### config.mk
export PLATFORM = sky130hd
export DESIGN_NAME = lif_step_sequencer_flat
export DESIGN_NICKNAME = d
export VERILOG_FILES = /design/src/rtl/lif_step_sequencer_pkg.sv /design/src/rtl/lif_step_sequencer_if.sv /design/src/rtl/lif_step_sequencer_spike_clear.sv /design/src/rtl/lif_step_sequencer.sv /design/src/flat_wrapper.sv
export SDC_FILE = /design/constraint.sdc
export NUM_CORES = 1
export LEC_CHECK = 0
export BUFFER_PORTS_ARGS = -buffer_cell sky130_fd_sc_hd__buf_2
export CAP_MARGIN = 0
export CORE_UTILIZATION = 48
export CTS_BUF_LIST = sky130_fd_sc_hd__clkbuf_16
export CTS_CLUSTER_DIAMETER = 100
export DETAILED_ROUTE_END_ITERATION = 16
export PLACE_DENSITY = 0.76
export SLEW_MARGIN = 20
export SYNTH_ARGS = -nofsm -noshare
export SYNTH_HDL_FRONTEND = slang
export SYNTH_SLANG_ARGS = --single-unit
### constraint.sdc
create_clock -name clk -period 1.96 [get_ports clk]
set_input_delay 0.196 -clock clk [delete_from_list [all_inputs] [get_ports clk]]
set_output_delay 0.196 -clock clk [all_outputs]
set_load 0.05 [all_outputs]
### src/rtl/lif_step_sequencer_pkg.sv
// Shared types and defaults for the LIF neuron step sequencer.
package lif_seq_pkg;

    localparam int unsigned LIF_W            = 8;
    localparam int unsigned N_STEPS_DEF      = 64;
    localparam int unsigned DRAIN_CYCLES_DEF = 2;
    localparam int unsigned THRESH_DEF       = 50;

    typedef enum logic [2:0] {
        IDLE,
        LOAD,
        STEP,
        GAP,
        DRAIN,
        OUT,
        CLEAR
    } seq_state_e;

endpackage

### src/rtl/lif_step_sequencer_if.sv
// Pixel/result/config handshakes plus neuron control bundle for lif_step_sequencer.
// Optional LIF_SEQ_EARLY_EXIT_EN adds cfg_max_count and res_early.
interface lif_step_sequencer_if;
    import lif_seq_pkg::*;

    logic             pix_valid;
    logic             pix_ready;
    logic [LIF_W-1:0] pix_data;
    logic             cfg_we;
    logic [LIF_W-1:0] cfg_threshold;
    logic [LIF_W-1:0] cfg_steps;
    logic             busy;
    logic             res_valid;
    logic             res_ready;
    logic [LIF_W-1:0] res_count;
    logic             n_data_en;
    logic             n_step_en;
    logic             n_clear_spike;
    logic             n_end_step;
    logic [LIF_W-1:0] n_input_current;
    logic [LIF_W-1:0] n_threshold;
    logic [LIF_W-1:0] n_sp_steps;
    logic             n_spike_out;
    logic [LIF_W-1:0] n_spike_count;
`ifdef LIF_SEQ_EARLY_EXIT_EN
    logic [LIF_W-1:0] cfg_max_count;
    logic             res_early;
`endif

    modport master (
        output pix_valid, pix_data, cfg_we, cfg_threshold, cfg_steps, res_ready,
               n_spike_out, n_spike_count,
`ifdef LIF_SEQ_EARLY_EXIT_EN
        output cfg_max_count,
        input  res_early,
`endif
        input  pix_ready, busy, res_valid, res_count, n_data_en, n_step_en,
               n_clear_spike, n_end_step, n_input_current, n_threshold, n_sp_steps
    );

    modport slave (
        input  pix_valid, pix_data, cfg_we, cfg_threshold, cfg_steps, res_ready,
               n_spike_out, n_spike_count,
`ifdef LIF_SEQ_EARLY_EXIT_EN
        input  cfg_max_count,
        output res_early,
`endif
        output pix_ready, busy, res_valid, res_count, n_data_en, n_step_en,
               n_clear_spike, n_end_step, n_input_current, n_threshold, n_sp_steps
    );

endinterface

### src/rtl/lif_step_sequencer_spike_clear.sv
// clear_spike generator: one pulse per latched spike, with a one-cycle hold-off
// covering the neuron's two-register spike_out path.
module lif_spike_clear (
    input  logic clk,
    input  logic rst_n,
    input  logic enable_i,
    input  logic spike_i,
    output logic clear_o
);
    logic clear_q;

    assign clear_o = enable_i && spike_i && !clear_q;

    always_ff @(posedge clk or negedge rst_n) begin
        if (!rst_n) clear_q <= 1'b0;
        else        clear_q <= clear_o;
    end

endmodule

### src/rtl/lif_step_sequencer.sv
// Sequences one LIF neuron over a pixel stream: load, S steps, drain, result, end_step.
// Optional LIF_SEQ_EARLY_EXIT_EN stops issuing steps once spike_count reaches cfg_max_count.
module lif_step_sequencer
    import lif_seq_pkg::*;
#(
    parameter int unsigned N_STEPS        = N_STEPS_DEF,
    parameter int unsigned STEP_GAP       = 0,
    parameter int unsigned DRAIN_CYCLES   = DRAIN_CYCLES_DEF,
    parameter int unsigned THRESH_DEFAULT = THRESH_DEF
) (
    input logic                 clk,
    input logic                 reset_n,
    lif_step_sequencer_if.slave bus
);
    localparam logic [15:0]      GAP_LAST   = 16'(STEP_GAP - 1);
    localparam logic [15:0]      DRAIN_LAST = 16'(DRAIN_CYCLES - 1);
    localparam logic [LIF_W-1:0] STEPS_RST  = LIF_W'(N_STEPS);
    localparam logic [LIF_W-1:0] THR_RST    = LIF_W'(THRESH_DEFAULT);

    seq_state_e       state_q, state_d;
    logic [LIF_W-1:0] step_cnt_q, step_cnt_d;
    logic [LIF_W-1:0] pix_q, pix_d;
    logic [LIF_W-1:0] thr_q, thr_d;
    logic [LIF_W-1:0] steps_q, steps_d;
    logic [LIF_W-1:0] res_q, res_d;
    logic [15:0]      wait_q, wait_d;
    logic [LIF_W:0]   step_nxt;
    logic             last_step, early_hit;
    logic             pix_ready, data_en, step_en, end_step, res_valid;

    // Terminal compare is one bit wider so S=255 never wraps.
    assign step_nxt  = {1'b0, step_cnt_q} + {{LIF_W{1'b0}}, 1'b1};
    assign last_step = (step_nxt == {1'b0, steps_q});

`ifdef LIF_SEQ_EARLY_EXIT_EN
    logic [LIF_W-1:0] max_q;
    logic             early_q;

    assign early_hit     = (max_q != '0) && (bus.n_spike_count >= max_q);
    assign bus.res_early = early_q;

    always_ff @(posedge clk or negedge reset_n) begin
        if (!reset_n) begin
            max_q   <= '0;
            early_q <= 1'b0;
        end else begin
            if (state_q == IDLE && bus.cfg_we) max_q <= bus.cfg_max_count;
            if (state_q == LOAD)
                early_q <= 1'b0;
            else if ((state_q == STEP || state_q == GAP) && early_hit)
                early_q <= 1'b1;
        end
    end
`else
    assign early_hit = 1'b0;
`endif

    always_ff @(posedge clk or negedge reset_n) begin
        if (!reset_n) begin
            state_q    <= IDLE;
            step_cnt_q <= '0;
            pix_q      <= '0;
            thr_q      <= THR_RST;
            steps_q    <= STEPS_RST;
            res_q      <= '0;
            wait_q     <= '0;
        end else begin
            state_q    <= state_d;
            step_cnt_q <= step_cnt_d;
            pix_q      <= pix_d;
            thr_q      <= thr_d;
            steps_q    <= steps_d;
            res_q      <= res_d;
            wait_q     <= wait_d;
        end
    end

    always_comb begin
        state_d    = state_q;
        step_cnt_d = step_cnt_q;
        pix_d      = pix_q;
        thr_d      = thr_q;
        steps_d    = steps_q;
        res_d      = res_q;
        wait_d     = '0;
        pix_ready  = 1'b0;
        data_en    = 1'b0;
        step_en    = 1'b0;
        end_step   = 1'b0;
        res_valid  = 1'b0;
        case (state_q)
            IDLE: begin
                pix_ready = 1'b1;
                if (bus.cfg_we) begin
                    thr_d   = bus.cfg_threshold;
                    steps_d = (bus.cfg_steps == '0) ? STEPS_RST : bus.cfg_steps;
                end
                if (bus.pix_valid) begin
                    pix_d   = bus.pix_data;
                    state_d = LOAD;
                end
            end
            LOAD: begin
                data_en    = 1'b1;
                step_cnt_d = '0;
                state_d    = STEP;
            end
            STEP: begin
                data_en = 1'b1;
                if (early_hit) begin
                    state_d = DRAIN;
                end else begin
                    step_en    = 1'b1;
                    step_cnt_d = step_nxt[LIF_W-1:0];
                    if (last_step)          state_d = DRAIN;
                    else if (STEP_GAP != 0) state_d = GAP;
                end
            end
            GAP: begin
                data_en = 1'b1;
                if (early_hit)              state_d = DRAIN;
                else if (wait_q == GAP_LAST) state_d = STEP;
                else                        wait_d  = wait_q + 16'd1;
            end
            DRAIN: begin
                data_en = 1'b1;
                if (wait_q == DRAIN_LAST) begin
                    res_d   = bus.n_spike_count;
                    state_d = OUT;
                end else begin
                    wait_d = wait_q + 16'd1;
                end
            end
            OUT: begin
                data_en   = 1'b1;
                res_valid = 1'b1;
                if (bus.res_ready) state_d = CLEAR;
            end
            CLEAR: begin
                end_step = 1'b1;
                state_d  = IDLE;
            end
            default: state_d = IDLE;
        endcase
    end

    lif_spike_clear u_clear (
        .clk      (clk),
        .rst_n    (reset_n),
        .enable_i (state_q != IDLE),
        .spike_i  (bus.n_spike_out),
        .clear_o  (bus.n_clear_spike)
    );

    assign bus.pix_ready       = pix_ready;
    assign bus.busy            = (state_q != IDLE);
    assign bus.res_valid       = res_valid;
    assign bus.res_count       = res_q;
    assign bus.n_data_en       = data_en;
    assign bus.n_step_en       = step_en;
    assign bus.n_end_step      = end_step;
    assign bus.n_input_current = pix_q;
    assign bus.n_threshold     = thr_q;
    assign bus.n_sp_steps      = steps_q;

endmodule

### src/flat_wrapper.sv
// flat-port wrapper written by rule: the top's interface ports become plain ports
module lif_step_sequencer_flat import lif_seq_pkg::*;
#(
    parameter int unsigned N_STEPS        = N_STEPS_DEF,
    parameter int unsigned STEP_GAP       = 0,
    parameter int unsigned DRAIN_CYCLES   = DRAIN_CYCLES_DEF,
    parameter int unsigned THRESH_DEFAULT = THRESH_DEF
)
  (clk, reset_n, bus_pix_valid, bus_pix_data, bus_cfg_we, bus_cfg_threshold, bus_cfg_steps, bus_res_ready, bus_n_spike_out, bus_n_spike_count, bus_pix_ready, bus_busy, bus_res_valid, bus_res_count, bus_n_data_en, bus_n_step_en, bus_n_clear_spike, bus_n_end_step, bus_n_input_current, bus_n_threshold, bus_n_sp_steps);
  lif_step_sequencer_if bus_i ();
  input logic clk;
  input logic reset_n;
  input wire logic [$bits(bus_i.pix_valid)-1:0] bus_pix_valid;
  input wire logic [$bits(bus_i.pix_data)-1:0] bus_pix_data;
  input wire logic [$bits(bus_i.cfg_we)-1:0] bus_cfg_we;
  input wire logic [$bits(bus_i.cfg_threshold)-1:0] bus_cfg_threshold;
  input wire logic [$bits(bus_i.cfg_steps)-1:0] bus_cfg_steps;
  input wire logic [$bits(bus_i.res_ready)-1:0] bus_res_ready;
  input wire logic [$bits(bus_i.n_spike_out)-1:0] bus_n_spike_out;
  input wire logic [$bits(bus_i.n_spike_count)-1:0] bus_n_spike_count;
  output wire logic [$bits(bus_i.pix_ready)-1:0] bus_pix_ready;
  output wire logic [$bits(bus_i.busy)-1:0] bus_busy;
  output wire logic [$bits(bus_i.res_valid)-1:0] bus_res_valid;
  output wire logic [$bits(bus_i.res_count)-1:0] bus_res_count;
  output wire logic [$bits(bus_i.n_data_en)-1:0] bus_n_data_en;
  output wire logic [$bits(bus_i.n_step_en)-1:0] bus_n_step_en;
  output wire logic [$bits(bus_i.n_clear_spike)-1:0] bus_n_clear_spike;
  output wire logic [$bits(bus_i.n_end_step)-1:0] bus_n_end_step;
  output wire logic [$bits(bus_i.n_input_current)-1:0] bus_n_input_current;
  output wire logic [$bits(bus_i.n_threshold)-1:0] bus_n_threshold;
  output wire logic [$bits(bus_i.n_sp_steps)-1:0] bus_n_sp_steps;
  assign bus_i.pix_valid = bus_pix_valid;
  assign bus_i.pix_data = bus_pix_data;
  assign bus_i.cfg_we = bus_cfg_we;
  assign bus_i.cfg_threshold = bus_cfg_threshold;
  assign bus_i.cfg_steps = bus_cfg_steps;
  assign bus_i.res_ready = bus_res_ready;
  assign bus_i.n_spike_out = bus_n_spike_out;
  assign bus_i.n_spike_count = bus_n_spike_count;
  assign bus_pix_ready = bus_i.pix_ready;
  assign bus_busy = bus_i.busy;
  assign bus_res_valid = bus_i.res_valid;
  assign bus_res_count = bus_i.res_count;
  assign bus_n_data_en = bus_i.n_data_en;
  assign bus_n_step_en = bus_i.n_step_en;
  assign bus_n_clear_spike = bus_i.n_clear_spike;
  assign bus_n_end_step = bus_i.n_end_step;
  assign bus_n_input_current = bus_i.n_input_current;
  assign bus_n_threshold = bus_i.n_threshold;
  assign bus_n_sp_steps = bus_i.n_sp_steps;
  lif_step_sequencer #(.N_STEPS(N_STEPS), .STEP_GAP(STEP_GAP), .DRAIN_CYCLES(DRAIN_CYCLES), .THRESH_DEFAULT(THRESH_DEFAULT)) u_core (.clk(clk), .reset_n(reset_n), .bus(bus_i));
endmodule
# Yosys cells after proc, flatten, opt, wreduce, memory -nomap -nowiden

Cells that the tools add are included.

$add $sub $neg: 2
Eq/ne operators: 14
Muxes and demuxes: 16
Reductions and logical operators: 12

Operators by type and width:

| kind                                                                     | number |
|---|---|
| 16-bit two-way mux                                                       | 2 |
| 16-bit case mux with 2 select lines                                      | 1 |
| 3-bit case mux with 6 select lines                                       | 1 |
| 16-bit by 1-bit adder with 16-bit output (second input constant)         | 1 |
| 16-bit by 1-bit == test with 1-bit output (second input constant)        | 1 |
| 16-bit == test (second input constant)                                   | 1 |
| 8-bit case mux with 2 select lines                                       | 1 |
| 3-bit two-way mux                                                        | 5 |
| 8-bit by 1-bit adder with 9-bit output (second input constant)           | 1 |
| 3-bit == test (second input constant)                                    | 3 |
| 9-bit by 8-bit == test with 1-bit output                                 | 1 |
| 8-bit logical NOT                                                        | 1 |
| 8-bit two-way mux                                                        | 1 |
| 3-bit by 2-bit == test with 1-bit output (second input constant)         | 2 |
| 2-bit by 1-bit inequality test with 1-bit output (second input constant) | 3 |
| 2-bit AND reduction                                                      | 3 |
| 1-bit two-way mux                                                        | 5 |
| 5-bit AND reduction                                                      | 1 |
| 5-bit OR reduction                                                       | 1 |
| 2-bit inequality test (second input constant)                            | 2 |
| 3-bit by 1-bit == test with 1-bit output (second input constant)         | 1 |
| 3-bit logical NOT                                                        | 1 |
| 3-bit nonzero test                                                       | 1 |
| 1-bit logical AND                                                        | 2 |
| 2 further kinds                                                          | 2 |

Register bits after elaboration: 60
Output and inout bits: 39
Word-level logic and storage cells: 52

# Depth between registers and ports, before layout

Depth after elaboration: 4
Mapped depth: 7

# By module

From an unflattened synthesis, not the netlist that was laid out.

Cells, all modules: 271
Area, all modules: 2,951.6 um^2

By module, submodules not included:

| module             | times used | cells an instance | area each (um^2) | seq. area each (um^2) |
|---|---|---|---|---|
| lif_step_sequencer | 1          | 269               | 2,917.8          | 1,481.4 |
| lif_spike_clear    | 1          | 2                 | 33.8             | 25.0 |

# Least setup slack after synthesis

Ideal clock, no wire load.

Path type: register to register
Start: register u_core.state_q[1]
End: register u_core.steps_q[0] (netlist: u_core.bus.n_sp_steps[0])
Setup time: 0.125 ns
Data arrival time: 2.722 ns
Required time: 1.835 ns
Setup slack: -0.887 ns
Cell stages (with the launch flop): 6
Period minus slack after synthesis: 2.847 ns
Cells stage by stage: dfrtp_1 -> nor3_1 -> and2_1 -> buf_2 -> buf_2 -> mux2_2

Cells in the longest elaborated chain, start to end: 2

Ends and longest elaborated chain:

| what                                 | RTL line                 | source |
|---|---|---|
| from (decl)                          | lif_step_sequencer.sv:20 | `seq_state_e state_q, state_d;` |
| from (signal assigned)               | lif_step_sequencer.sv:68 | `state_q <= state_d;` |
| 3-bit logical NOT                    | lif_step_sequencer.sv:91 | `case (state_q)` |
| 2-bit AND reduction (no source line) | -                        |  |
| to (signal assigned)                 | lif_step_sequencer.sv:72 | `steps_q <= steps_d;` |
| to (decl)                            | lif_step_sequencer.sv:24 | `logic [LIF_W-1:0] steps_q, steps_d;` |

No other way between the ends.
A chain may end at the register's enable or synchronous reset.

# Worst setup path in the final report

Start: register u_core.wait_q[11]
End: register u_core.res_q[5] (netlist: u_core.bus.res_count[5])

Cells in the longest elaborated chain, start to end: 2

Ends and longest elaborated chain:

| what                                      | RTL line                  | source |
|---|---|---|
| from (decl)                               | lif_step_sequencer.sv:26  | `logic [15:0] wait_q, wait_d;` |
| from (signal assigned)                    | lif_step_sequencer.sv:74  | `wait_q <= wait_d;` |
| 16-bit by 1-bit == test with 1-bit output | lif_step_sequencer.sv:127 | `if (wait_q == DRAIN_LAST) begin` |
| 2-bit AND reduction (no source line)      | -                         |  |
| to (signal assigned)                      | lif_step_sequencer.sv:73  | `res_q <= res_d;` |
| to (decl)                                 | lif_step_sequencer.sv:25  | `logic [LIF_W-1:0] res_q, res_d;` |

No other way between the ends.

==> results_dict.tcl <==
set metrics [dict create \
    routed_wl_um 7540 \
    synth_edf_count 0 \
    avgSynthCellArea_sq_um 11.3 \
    grt_max_degree 34 \
    drv_cap 0 \
    initial_core_util_pct 50.5 \
    dpl.hpwl_um 4880 \
    numCtsBuffers 9 \
    power_frac_comb_pct 2.6 \
    worstPathArrival_ns 2.22 \
    final.min_clock_period_ns 2.02 \
    finClkSkew_ns 0.00442 \
    final_common_cell "buf_2" \
    fp.dieW_um 81.6 \
    critPathLaunchType "flip-flop" \
    cp.required_ns 2.16 \
    clock-sinks 60 \
    ys.flop_type "dfrtp_1" \
    grt_pass1_vias 2434 \
    n_antenna_cell 0 \
    synthCells 269 \
    p_leak_nw 1.98 \
    core-area_sq_um 6030 \
    finalMaxSlewViolations 0 \
    drt-initial-drc-count 225 \
    r2r_slack_ns -0.06 \
    synth_top_cell_by_area "dfrtp_1" \
    synth_cell_types 49 \
    ys_ff_latch 60 \
    cts_max_level 3 \
    hold_start "bus_cfg_threshold[4]" \
    place_area_sq_um 3580 \
    critPathMaxFanout 3 \
    drive_gt1_share_pct 48.2 \
    dp_cells 432 \
    clockBufferDepth 2 \
    seqPwrFrac_pct 41.5 \
    hold_class "input port to flip-flop" \
    clkTransAtPathRegs_ns 0.06 \
    vias 2521 \
    nNetsFinal 420 \
    remaining_drc_errors 0 \
    root_buffer "clkbuf_16" \
    fin_cells 459 \
    violations "setup timing" \
    outcome "finished, violations left" \
    overflow 0 \
    num_io_pins 77 \
    vdd_ir_drop_max_v 0.000529 \
    setup_viol 25 \
    grt_pass1_wl_um 11500 \
    gp_congestion 0.889 \
    synth_nets 310 \
    syn_area_sq_um 3040 \
    critPathMaxStageDelay_ns 0.55 \
    synth_async_sr_flop_share_pct 100 \
    die_area_sq_um 6660 \
    r2r_end "u_core.bus.res_count[5]$_DFFE_PN0P_" \
    viasPerCell 5.49 \
    critical_path_class "flip-flop to flip-flop" \
    rr_worst_depth 6 \
    p_int_w 0.00238 \
    end_kind "flip-flop" \
    ys_top_cells_by_area "dfrtp_1 (46%), mux2_2 (11%), nor2_1 (4.0%)" \
    routedWlPerCell_um 16.4 \
    hold-path-cell-count 2 \
    final_cell_area_sq_um 4120 \
    cellPowerDensity_nw_per_um2 726 \
    power.switching_w 0.000608 \
    final_cell_mix "buf_2 (75), dfrtp_1 (51), nor2_1 (31)" \
    cts_tree "built" \
    final_hold_viol_count 0 \
    swShare_pct 20.3 \
    rsz0062_at_grt "true" \
    cpMaxStageDelayCell "or4_4" \
    ant_nets 0 \
    cp_cell_sequence "or4_4 > nor4_4 > nand3_2 > nor2_4 > buf_6 > mux2_4" \
    tightest_slew_ns 0.418 \
    antenna_found_initial 0 \
    r2r-start "u_core.wait_q[11]$_DFF_PN0_" \
    period_share_pct 103 \
    clk_latency_ns 0.32 \
    die_height_um 81.6 \
    ys_seq_area_share_pct 49.5 \
    min_to "u_core.bus.n_threshold[4]$_DFFE_PN1P_" \
    first_pass_iters 5 \
    relSlewSlack_pct 72.1 \
    synth_warnings 0 \
    max_freq_ghz 0.495 \
    clkPwrFrac_pct 55.8 \
    timing.final.ws_setup_ns -0.0615 \
    port_buffers 76 \
    fp-row-count 28 \
    grt_use_total_pct 23.4 \
    synth_top_area_share_pct 46.1 \
    areaGrowthSynthToFinish_pct 35.6 \
]
## flip-flops by register name (all words and copies together), names as in the netlist
register and count:
u_core.wait_q 16, u_core.bus.n_input_current 8, u_core.bus.n_sp_steps 8, u_core.bus.n_threshold 8, u_core.bus.res_count 8, u_core.step_cnt_q 8, u_core.state_q 3, u_core.u_clear.clear_q 1
## critical path, delay by kind of cell, from the launching register on
kind / cells / cell delay [ns]
flip-flops: 1 / 0.37
buffers and inverters: 1 / 0.14
multiplexers: 1 / 0.30
AND/OR/NAND/NOR: 4 / 1.09
## power groups by stage
stage | registers, W | clock network (W) | logic [W]
2_1_floorplan | 0.00126 | 0 | 0.0000109
3_3_place_gp | 0.00126 | 0 | 0.0000760
3_5_place_dp | 0.00126 | 0 | 0.0000782
4_1_cts | 0.00124 | 0.00170 | 0.0000808
5_1_grt | 0.00124 | 0.00174 | 0.0000887
6_report | 0.00124 | 0.00167 | 0.0000792
## cell families (layout without fill, tap and decap cells)
family / after synthesis / count (layout) / synth area share, %
and+or+nand+nor: 88 / 88 / 15.9
DFF: 60 / 60 / 49.5
AOI/OAI and AO/OA: 45 / 45 / 9.63
muxes: 31 / 31 / 11.5
xor gates and xnor gates: 23 / 23 / 6.63
buffers and inverters: 19 / 134 / 5.60
adders and majority gates: 3 / 3 / 1.23
## synth_stat cells (3+ instances only)
cell      number
buf_6          3
xor2_1        11
a21oi_1       12
ha_1           3
and2_1         5
nor4_1         3
nand3_1        8
and3_1         4
dfstp_2        4
nor2_1        32
inv_1          6
buf_2          3
nand4_1        5
clkbuf_8       4
nor3_1         7
o21ai_0       17
nor3b_1        3
mux2_2        31
dfrtp_1       56
nand2_1        6
xnor2_1       12
## repair_timing
action / 4_1_cts / 5_1_grt
hold buffers: 1 / 0
buffers inserted: 4 / 6
hold endpoints to repair: 56 / 0
pin swaps: 4 / 13
resized for setup: 15 / 15
setup endpoints to repair: 11 / 27
## worst max path at each step
stage                                              from                                   end
after global routing        u_core.wait_q[11]$_DFF_PN0_           u_core.wait_q[13]$_DFF_PN0_
after floorplan           u_core.state_q[2]$_DFFE_PN0P_  u_core.bus.n_sp_steps[0]$_DFFE_PN0P_
final                       u_core.wait_q[11]$_DFF_PN0_   u_core.bus.res_count[5]$_DFFE_PN0P_
after global placement      u_core.wait_q[11]$_DFF_PN0_   u_core.bus.res_count[1]$_DFFE_PN0P_
after CTS                   u_core.wait_q[15]$_DFF_PN0_   u_core.bus.res_count[5]$_DFFE_PN0P_
after detailed placement    u_core.wait_q[11]$_DFF_PN0_   u_core.bus.res_count[5]$_DFFE_PN0P_
## per-stage QoR
stage	util, %	worst slack, ns	TNS, ns	total power (W)	hold slack, ns
after floorplan	-	-0.00314	-0.0188	0.00127	-0.0996
after global routing	68.4	-0.104	-2.21	0.00307	0.102
final	68.4	-0.0615	-0.876	0.00299	0.0988
after CTS	66.4	-0.151	-1.12	0.00302	0.0921
after detailed placement	59.5	-0.146	-1.10	0.00134	0.223
after global placement	59.5	-0.0612	-0.487	0.00134	0.220
## layer usage
layer	GRT usage [%]	wire length (um)	vias to the layer above
met5	0	0	-
met4	8.77	157	0
met3	5.22	357	18
met2	39.9	3950	83
met1	28.8	3080	1240
li1	-	-	1180
## cell type report
| type | count | area [sq um] |
|---|---|---|
| Inverter | 6 | 22.5 |
| Timing Repair Buffer | 112 | 696 |
| Fill cell | 458 | 1900 |
| Tap cell | 75 | 93.8 |
| Sequential cell | 60 | 1510 |
| Clock inverter | 7 | 90.1 |
| Clock buffer | 9 | 225 |
| Multi-Input combinational cell | 190 | 1480 |
Note: power is estimated with default switching activity, not from simulation.
